<file path="src/rtl/flag_cdc_arbiter_pkg.sv">
// ============================================================================
// flag_arb_pkg : FSM state type and round-robin pick helper for flag_cdc_arbiter
// Revision     : 1.0
// ============================================================================
`default_nettype none

package flag_arb_pkg;

  typedef enum logic [1:0] {
    IDLE      = 2'd0,
    PULSE     = 2'd1,
    WAIT_DONE = 2'd2,
    GAP       = 2'd3
  } arb_state_t;

  localparam int MAX_REQ  = 32;
  localparam int MAX_ID_W = 5;

  // First asserted index strictly after ptr, wrapping at n; returns ptr when nothing is set.
  function automatic logic [MAX_ID_W-1:0] rr_pick(input logic [MAX_REQ-1:0]  req,
                                                  input logic [MAX_ID_W-1:0] ptr,
                                                  input int                  n);
    int   idx;
    logic found;
    rr_pick = ptr;
    found   = 1'b0;
    for (int i = 1; i <= MAX_REQ; i++) begin
      idx = int'(ptr) + i;
      if (idx >= n) idx = idx - n;
      if (!found && (i <= n) && req[idx[MAX_ID_W-1:0]]) begin
        rr_pick = idx[MAX_ID_W-1:0];
        found   = 1'b1;
      end
    end
  endfunction

endpackage

`default_nettype wire

</file>
<file path="src/rtl/flag_cdc_arbiter_if.sv">
// ============================================================================
// flag_cdc_arbiter_if : requester/completion bundle around the shared flag crossing
// Revision            : 1.0
// ============================================================================
`default_nettype none

interface flag_cdc_arbiter_if #(
  parameter int N_REQ = 4
);
  localparam int ID_W = $clog2(N_REQ);

  logic [N_REQ-1:0] req;
  logic [N_REQ-1:0] gnt;
  logic             flag_o;
  logic [ID_W-1:0]  id_o;
  logic             busy;
  logic             done_i;
  logic             timeout_o;

  modport master (
    output req, done_i,
    input  gnt, flag_o, id_o, busy, timeout_o
  );

  modport slave (
    input  req, done_i,
    output gnt, flag_o, id_o, busy, timeout_o
  );

endinterface

`default_nettype wire

</file>
<file path="src/rtl/flag_cdc_arbiter_rr_arbiter.sv">
// ============================================================================
// rr_arbiter : round-robin winner selection with an enabled pointer register
// Revision   : 1.0
// ============================================================================
`default_nettype none

module rr_arbiter
  import flag_arb_pkg::*;
#(
  parameter  int N_REQ = 4,
  localparam int ID_W  = $clog2(N_REQ)
) (
  input  logic             clk,
  input  logic             rst,
  input  logic [N_REQ-1:0] req,
  input  logic             en,
  output logic [ID_W-1:0]  pick,
  output logic             any
);

  logic [ID_W-1:0]     ptr;
  logic [MAX_REQ-1:0]  req_ext;
  logic [MAX_ID_W-1:0] ptr_ext;
  logic [MAX_ID_W-1:0] pick_ext;

  always_comb begin
    req_ext              = '0;
    req_ext[N_REQ-1:0]   = req;
    ptr_ext              = '0;
    ptr_ext[ID_W-1:0]    = ptr;
    pick_ext             = rr_pick(req_ext, ptr_ext, N_REQ);
  end

  assign pick = pick_ext[ID_W-1:0];
  assign any  = |req;

  generate
    if (ID_W < MAX_ID_W) begin : g_pick_pad
      logic unused_pick_hi;
      assign unused_pick_hi = ^pick_ext[MAX_ID_W-1:ID_W];
    end
  endgenerate

  // Pointer starts at the last index so requester 0 wins the first arbitration.
  always_ff @(posedge clk or posedge rst) begin
    if (rst)     ptr <= ID_W'(N_REQ - 1);
    else if (en) ptr <= pick;
  end

endmodule

`default_nettype wire

</file>
<file path="src/rtl/flag_cdc_arbiter.sv">
// ============================================================================
// flag_cdc_arbiter : shares one flag_cdc pulse crossing among N_REQ requesters
//                    Optional watchdog: define FLAG_ARB_TIMEOUT_EN
// Revision         : 1.0
// ============================================================================
`default_nettype none

module flag_cdc_arbiter
  import flag_arb_pkg::*;
#(
  parameter int N_REQ          = 4,
  parameter int GAP_CYCLES     = 2,
  parameter int TIMEOUT_CYCLES = 64
) (
  input  logic               clk,
  input  logic               rst,
  flag_cdc_arbiter_if.slave  bus
);

  localparam int              ID_W     = $clog2(N_REQ);
  localparam int              GAP_W    = (GAP_CYCLES > 1) ? $clog2(GAP_CYCLES) : 1;
  localparam logic [GAP_W-1:0] GAP_LOAD = GAP_W'((GAP_CYCLES > 0) ? GAP_CYCLES - 1 : 0);

  arb_state_t       state;
  arb_state_t       state_nxt;
  logic [ID_W-1:0]  pick;
  logic             any_req;
  logic             grant_en;
  logic [GAP_W-1:0] gap_cnt;
  logic             gap_done;
  logic             expire;

  logic [N_REQ-1:0] gnt_q,  gnt_nxt;
  logic             flag_q, flag_nxt;
  logic [ID_W-1:0]  id_q,   id_nxt;
  logic             busy_q, busy_nxt;
  logic             tmo_q,  tmo_nxt;

  assign grant_en = (state == IDLE) && any_req;

  rr_arbiter #(.N_REQ(N_REQ)) u_rr (
    .clk  (clk),
    .rst  (rst),
    .req  (bus.req),
    .en   (grant_en),
    .pick (pick),
    .any  (any_req)
  );

  // Reloaded every WAIT_DONE cycle so GAP always begins with a full count.
  always_ff @(posedge clk or posedge rst) begin
    if (rst)                                   gap_cnt <= '0;
    else if (state == WAIT_DONE)               gap_cnt <= GAP_LOAD;
    else if ((state == GAP) && (gap_cnt != '0)) gap_cnt <= gap_cnt - 1'b1;
  end

  assign gap_done = (gap_cnt == '0);

`ifdef FLAG_ARB_TIMEOUT_EN
  localparam int              WD_W    = $clog2(TIMEOUT_CYCLES + 1);
  localparam logic [WD_W-1:0] WD_LAST = WD_W'(TIMEOUT_CYCLES - 1);

  logic [WD_W-1:0] wd_cnt;

  always_ff @(posedge clk or posedge rst) begin
    if (rst)                     wd_cnt <= '0;
    else if (state == WAIT_DONE) wd_cnt <= wd_cnt + 1'b1;
    else                         wd_cnt <= '0;
  end

  // A done_i arriving on the expiry cycle takes precedence over the watchdog.
  assign expire = (state == WAIT_DONE) && !bus.done_i && (wd_cnt == WD_LAST);
`else
  assign expire = 1'b0;
`endif

  always_ff @(posedge clk or posedge rst) begin
    if (rst) state <= IDLE;
    else     state <= state_nxt;
  end

  always_comb begin
    state_nxt = state;
    case (state)
      IDLE:      if (any_req) state_nxt = PULSE;
      PULSE:     state_nxt = WAIT_DONE;
      WAIT_DONE: if (bus.done_i || expire) state_nxt = (GAP_CYCLES == 0) ? IDLE : GAP;
      GAP:       if (gap_done) state_nxt = IDLE;
      default:   state_nxt = IDLE;
    endcase
  end

  always_comb begin
    gnt_nxt  = '0;
    flag_nxt = 1'b0;
    id_nxt   = id_q;
    busy_nxt = (state_nxt != IDLE);
    tmo_nxt  = expire;
    if (grant_en) begin
      gnt_nxt[pick] = 1'b1;
      flag_nxt      = 1'b1;
      id_nxt        = pick;
    end
  end

  always_ff @(posedge clk or posedge rst) begin
    if (rst) begin
      gnt_q  <= '0;
      flag_q <= 1'b0;
      id_q   <= '0;
      busy_q <= 1'b0;
      tmo_q  <= 1'b0;
    end else begin
      gnt_q  <= gnt_nxt;
      flag_q <= flag_nxt;
      id_q   <= id_nxt;
      busy_q <= busy_nxt;
      tmo_q  <= tmo_nxt;
    end
  end

  assign bus.gnt       = gnt_q;
  assign bus.flag_o    = flag_q;
  assign bus.id_o      = id_q;
  assign bus.busy      = busy_q;
  assign bus.timeout_o = tmo_q;

endmodule

`default_nettype wire
</file>
<file path="src/flat_wrapper.sv">
// flat-port wrapper written by rule: the top's interface ports become plain ports
module flag_cdc_arbiter_flat import flag_arb_pkg::*;
#(
  parameter int N_REQ          = 4,
  parameter int GAP_CYCLES     = 2,
  parameter int TIMEOUT_CYCLES = 64
)
  (clk, rst, bus_req, bus_done_i, bus_gnt, bus_flag_o, bus_id_o, bus_busy, bus_timeout_o);
  flag_cdc_arbiter_if #(.N_REQ(N_REQ)) bus_i ();
  input  logic clk;
  input  logic rst;
  input wire logic [$bits(bus_i.req)-1:0] bus_req;
  input wire logic [$bits(bus_i.done_i)-1:0] bus_done_i;
  output wire logic [$bits(bus_i.gnt)-1:0] bus_gnt;
  output wire logic [$bits(bus_i.flag_o)-1:0] bus_flag_o;
  output wire logic [$bits(bus_i.id_o)-1:0] bus_id_o;
  output wire logic [$bits(bus_i.busy)-1:0] bus_busy;
  output wire logic [$bits(bus_i.timeout_o)-1:0] bus_timeout_o;
  assign bus_i.req = bus_req;
  assign bus_i.done_i = bus_done_i;
  assign bus_gnt = bus_i.gnt;
  assign bus_flag_o = bus_i.flag_o;
  assign bus_id_o = bus_i.id_o;
  assign bus_busy = bus_i.busy;
  assign bus_timeout_o = bus_i.timeout_o;
  flag_cdc_arbiter #(.N_REQ(N_REQ), .GAP_CYCLES(GAP_CYCLES), .TIMEOUT_CYCLES(TIMEOUT_CYCLES)) u_core (.clk(clk), .rst(rst), .bus(bus_i));
endmodule
</file>
<file path="config.mk">
export PLATFORM = sky130hd
export DESIGN_NAME = flag_cdc_arbiter_flat
export DESIGN_NICKNAME = d
export VERILOG_FILES = /design/src/rtl/flag_cdc_arbiter_pkg.sv /design/src/rtl/flag_cdc_arbiter_if.sv /design/src/rtl/flag_cdc_arbiter_rr_arbiter.sv /design/src/rtl/flag_cdc_arbiter.sv /design/src/flat_wrapper.sv
export SDC_FILE = /design/constraint.sdc
export NUM_CORES = 1
export LEC_CHECK = 0
export CORE_ASPECT_RATIO = 0.9
export CORE_UTILIZATION = 43
export DETAILED_ROUTE_END_ITERATION = 10
export PLACE_DENSITY = 0.76
export SYNTH_ARGS = -nofsm -noshare
export SYNTH_HDL_FRONTEND = slang
export SYNTH_SLANG_ARGS = --single-unit
</file>
<file path="constraint.sdc">
create_clock -name clk -period 2.15 [get_ports clk]
set_clock_uncertainty 0.1 [all_clocks]
set_input_delay 0.43 -clock clk [delete_from_list [all_inputs] [get_ports clk]]
set_output_delay 0.43 -clock clk [all_outputs]
set_load 0.1 [all_outputs]
</file>
==> flow_metrics.tcl <==
set metrics [dict create \
    routedWlPerCell_um 11.8 \
    violations "negative setup slack" \
    io_pins 16 \
    critical_path_class "flip-flop to flip-flop" \
    grt_pass1_vias 537 \
    drive_gt1_share_pct 48.6 \
    timing.rr.start "u_core.u_rr.ptr[0]" \
    fin_ws_ps -72.1 \
    maxCapViolCount 0 \
    final_cell_mix "26 x buf_4, 11 x dfrtp_1, 6 x nor2_1, 6 x clkdlybuf4s50_1" \
    wl_um 1500 \
    nNetsFinal 118 \
    r2r-end "u_core.bus.id_o[0]" \
    grt_usage_pct 19.3 \
    fp-row-count 13 \
    dp.cells 118 \
    cts_tree "yes" \
    synth_seq_cells 13 \
    synth_area_leaders "dfrtp_1 37%, ha_1 8.5%, dfstp_2 7.2%, mux2i_1 5.5%, nor2_1 3.6%" \
    min_period_ps 2220 \
    drc 0 \
    start_kind "flip-flop" \
    r2r_setup_slack_ps -70 \
    crit_path_end "u_core.bus.id_o[0]" \
    netlist_area_um2 734 \
    dp.final_hpwl_um 1160 \
    finalSetupViolCount 3 \
    hold_ws_ps 359 \
    antenna_cells 0 \
    design.core.area_um2 1510 \
    fin_area_um2 1190 \
    dpl_cell_area_um2 1060 \
    vias_per_cell 4.90 \
    clk_pin_slew_ps 80 \
    synth_top_area_share_pct 37.5 \
    grt_start_max_net_pins 14 \
    r2r_cells 5 \
    ant_nets 0 \
    stdcell_count 127 \
    outcome "finished, violations left" \
    cts_max_level 1 \
    slew_violations 0 \
    synth_area_per_cell_um2 10.6 \
    clock_latency_ps 280 \
    start_util_pct 48.6 \
    cp.required_ps 2220 \
    yosysWarnings 0 \
    crit_fanout 5 \
    die_area_um2 1880 \
    synth-seq-area-share_pct 44.6 \
    hold_class "input pin to asynchronous set/reset pin" \
    initialDrtViolationCount 9 \
    cp-end-kind "flip-flop" \
    synthCells 69 \
    fin_util_pct 78.5 \
    cts_sinks 13 \
    place_congestion 0.697 \
    layout_commonest_cell "buf_4" \
    cts_max_path_buffers 2 \
    dieWidth_um 45.6 \
    yosysTopAreaCell "dfrtp_1" \
    grt_pass1_wl_um 2350 \
    max_freq_mhz 450 \
    fin_crit_sh_pct 103 \
    crit_arrival_ps 2290 \
    area_growth_pct 61.7 \
    grt_overflow 0 \
    firstDrtPassIters 4 \
    hold_viol_final 0 \
    port_buffers 14 \
    cts_made_buffers 3 \
    vias 622 \
    cts_root_buffer "clkbuf_4" \
    antenna_found_initial 0 \
    cp-startpoint "u_core.u_rr.ptr[0]" \
    synth.net_count 81 \
    synth.distinct_cells 30 \
    rsz0062_at_grt "true" \
    fp.dieH_um 41.2 \
]
-- what timing repair did --
action,CTS,global route
setup endpoints to repair,6,7
setup buffers,2,3
hold endpoints to repair,0,0
resized for setup,5,7
hold buffers,0,0
pin swaps,1,5
-- cell usage after synthesis --
master     count
and3_1         1
conb_1         1
o311a_1        1
and3b_1        1
a311oi_2       1
a211oi_1       1
ha_1           5
o21ai_0        1
dfstp_2        2
and2_1         1
nor2b_1        2
nand2_1        2
nor3_1         3
o2111ai_1      1
buf_6          1
inv_1          5
a21oi_1        3
dfrtp_1       11
or3_1          1
nand2b_1       3
nor4_1         2
a22oi_1        1
mux2_4         1
nor2_1         7
xnor2_1        2
mux2_2         2
a21bo_2        1
o2bb2ai_1      1
mux2i_1        4
buf_4          1
-- cell families after synthesis --
| group | synth area share [%] |
|---|---|
| compound gates | 11.9 |
| other cells | 0.511 |
| simple gates | 16.4 |
| fa+ha+maj | 8.52 |
| flops | 44.6 |
| mux | 10.6 |
| buf+inv | 5.11 |
| xor+xnor | 2.39 |
-- critical path, stage by stage (launching register included) --
cell      delay, ps
dfstp_2         620
mux2_2          400
and3b_2         250
a311oi_4        320
xnor2_2         150
mux2_4          270
-- metal layers --
layer	routed length (um)	track usage (%)	up-vias
li1	-	-	315
met1	699	23.9	287
met2	708	30.4	14
met3	66	5.29	6
met4	27	11.4	0
met5	0	0	-
-- through the flow --
stage / setup TNS [ps] / setup WS (ps)
detailed placement: -1040 / -251
CTS: -35.4 / -35.4
finish: -140 / -72.1
global placement: -1050 / -208
global route: -663 / -142
floorplan: -25.4 / -25.4
-- layout make-up --
type / count / area [um^2]
Clock buffer: 4 / 26.3
Fill cell: 93 / 325
Inverter: 5 / 21.3
Multi-Input combinational cell: 49 / 498
Sequential cell: 13 / 328
Tap cell: 22 / 27.5
Timing Repair Buffer: 34 / 287
-- sequential cells by signal (all words and copies together), names as in the netlist --
signal             cells
u_core.bus.id_o        2
u_core.state           2
u_core.gap_cnt         1
u_core.bus.flag_o      1
u_core.bus.gnt         4
u_core.u_rr.ptr        2
u_core.bus.busy        1
-- worst min-delay path by stage --
stage	endpoint	slack, ps	cells past startpoint
finish	u_core.bus.id_o[0]	360	2
floorplan	u_core.bus.busy	210	1
CTS	u_core.bus.id_o[0]	380	2
global placement	u_core.bus.id_o[1]	390	2
detailed placement	u_core.bus.id_o[0]	390	1
global route	u_core.bus.id_o[0]	420	2
Power is not shown: default switching activity piles up to over one toggle a cycle in this logic, so the estimate is an artifact.
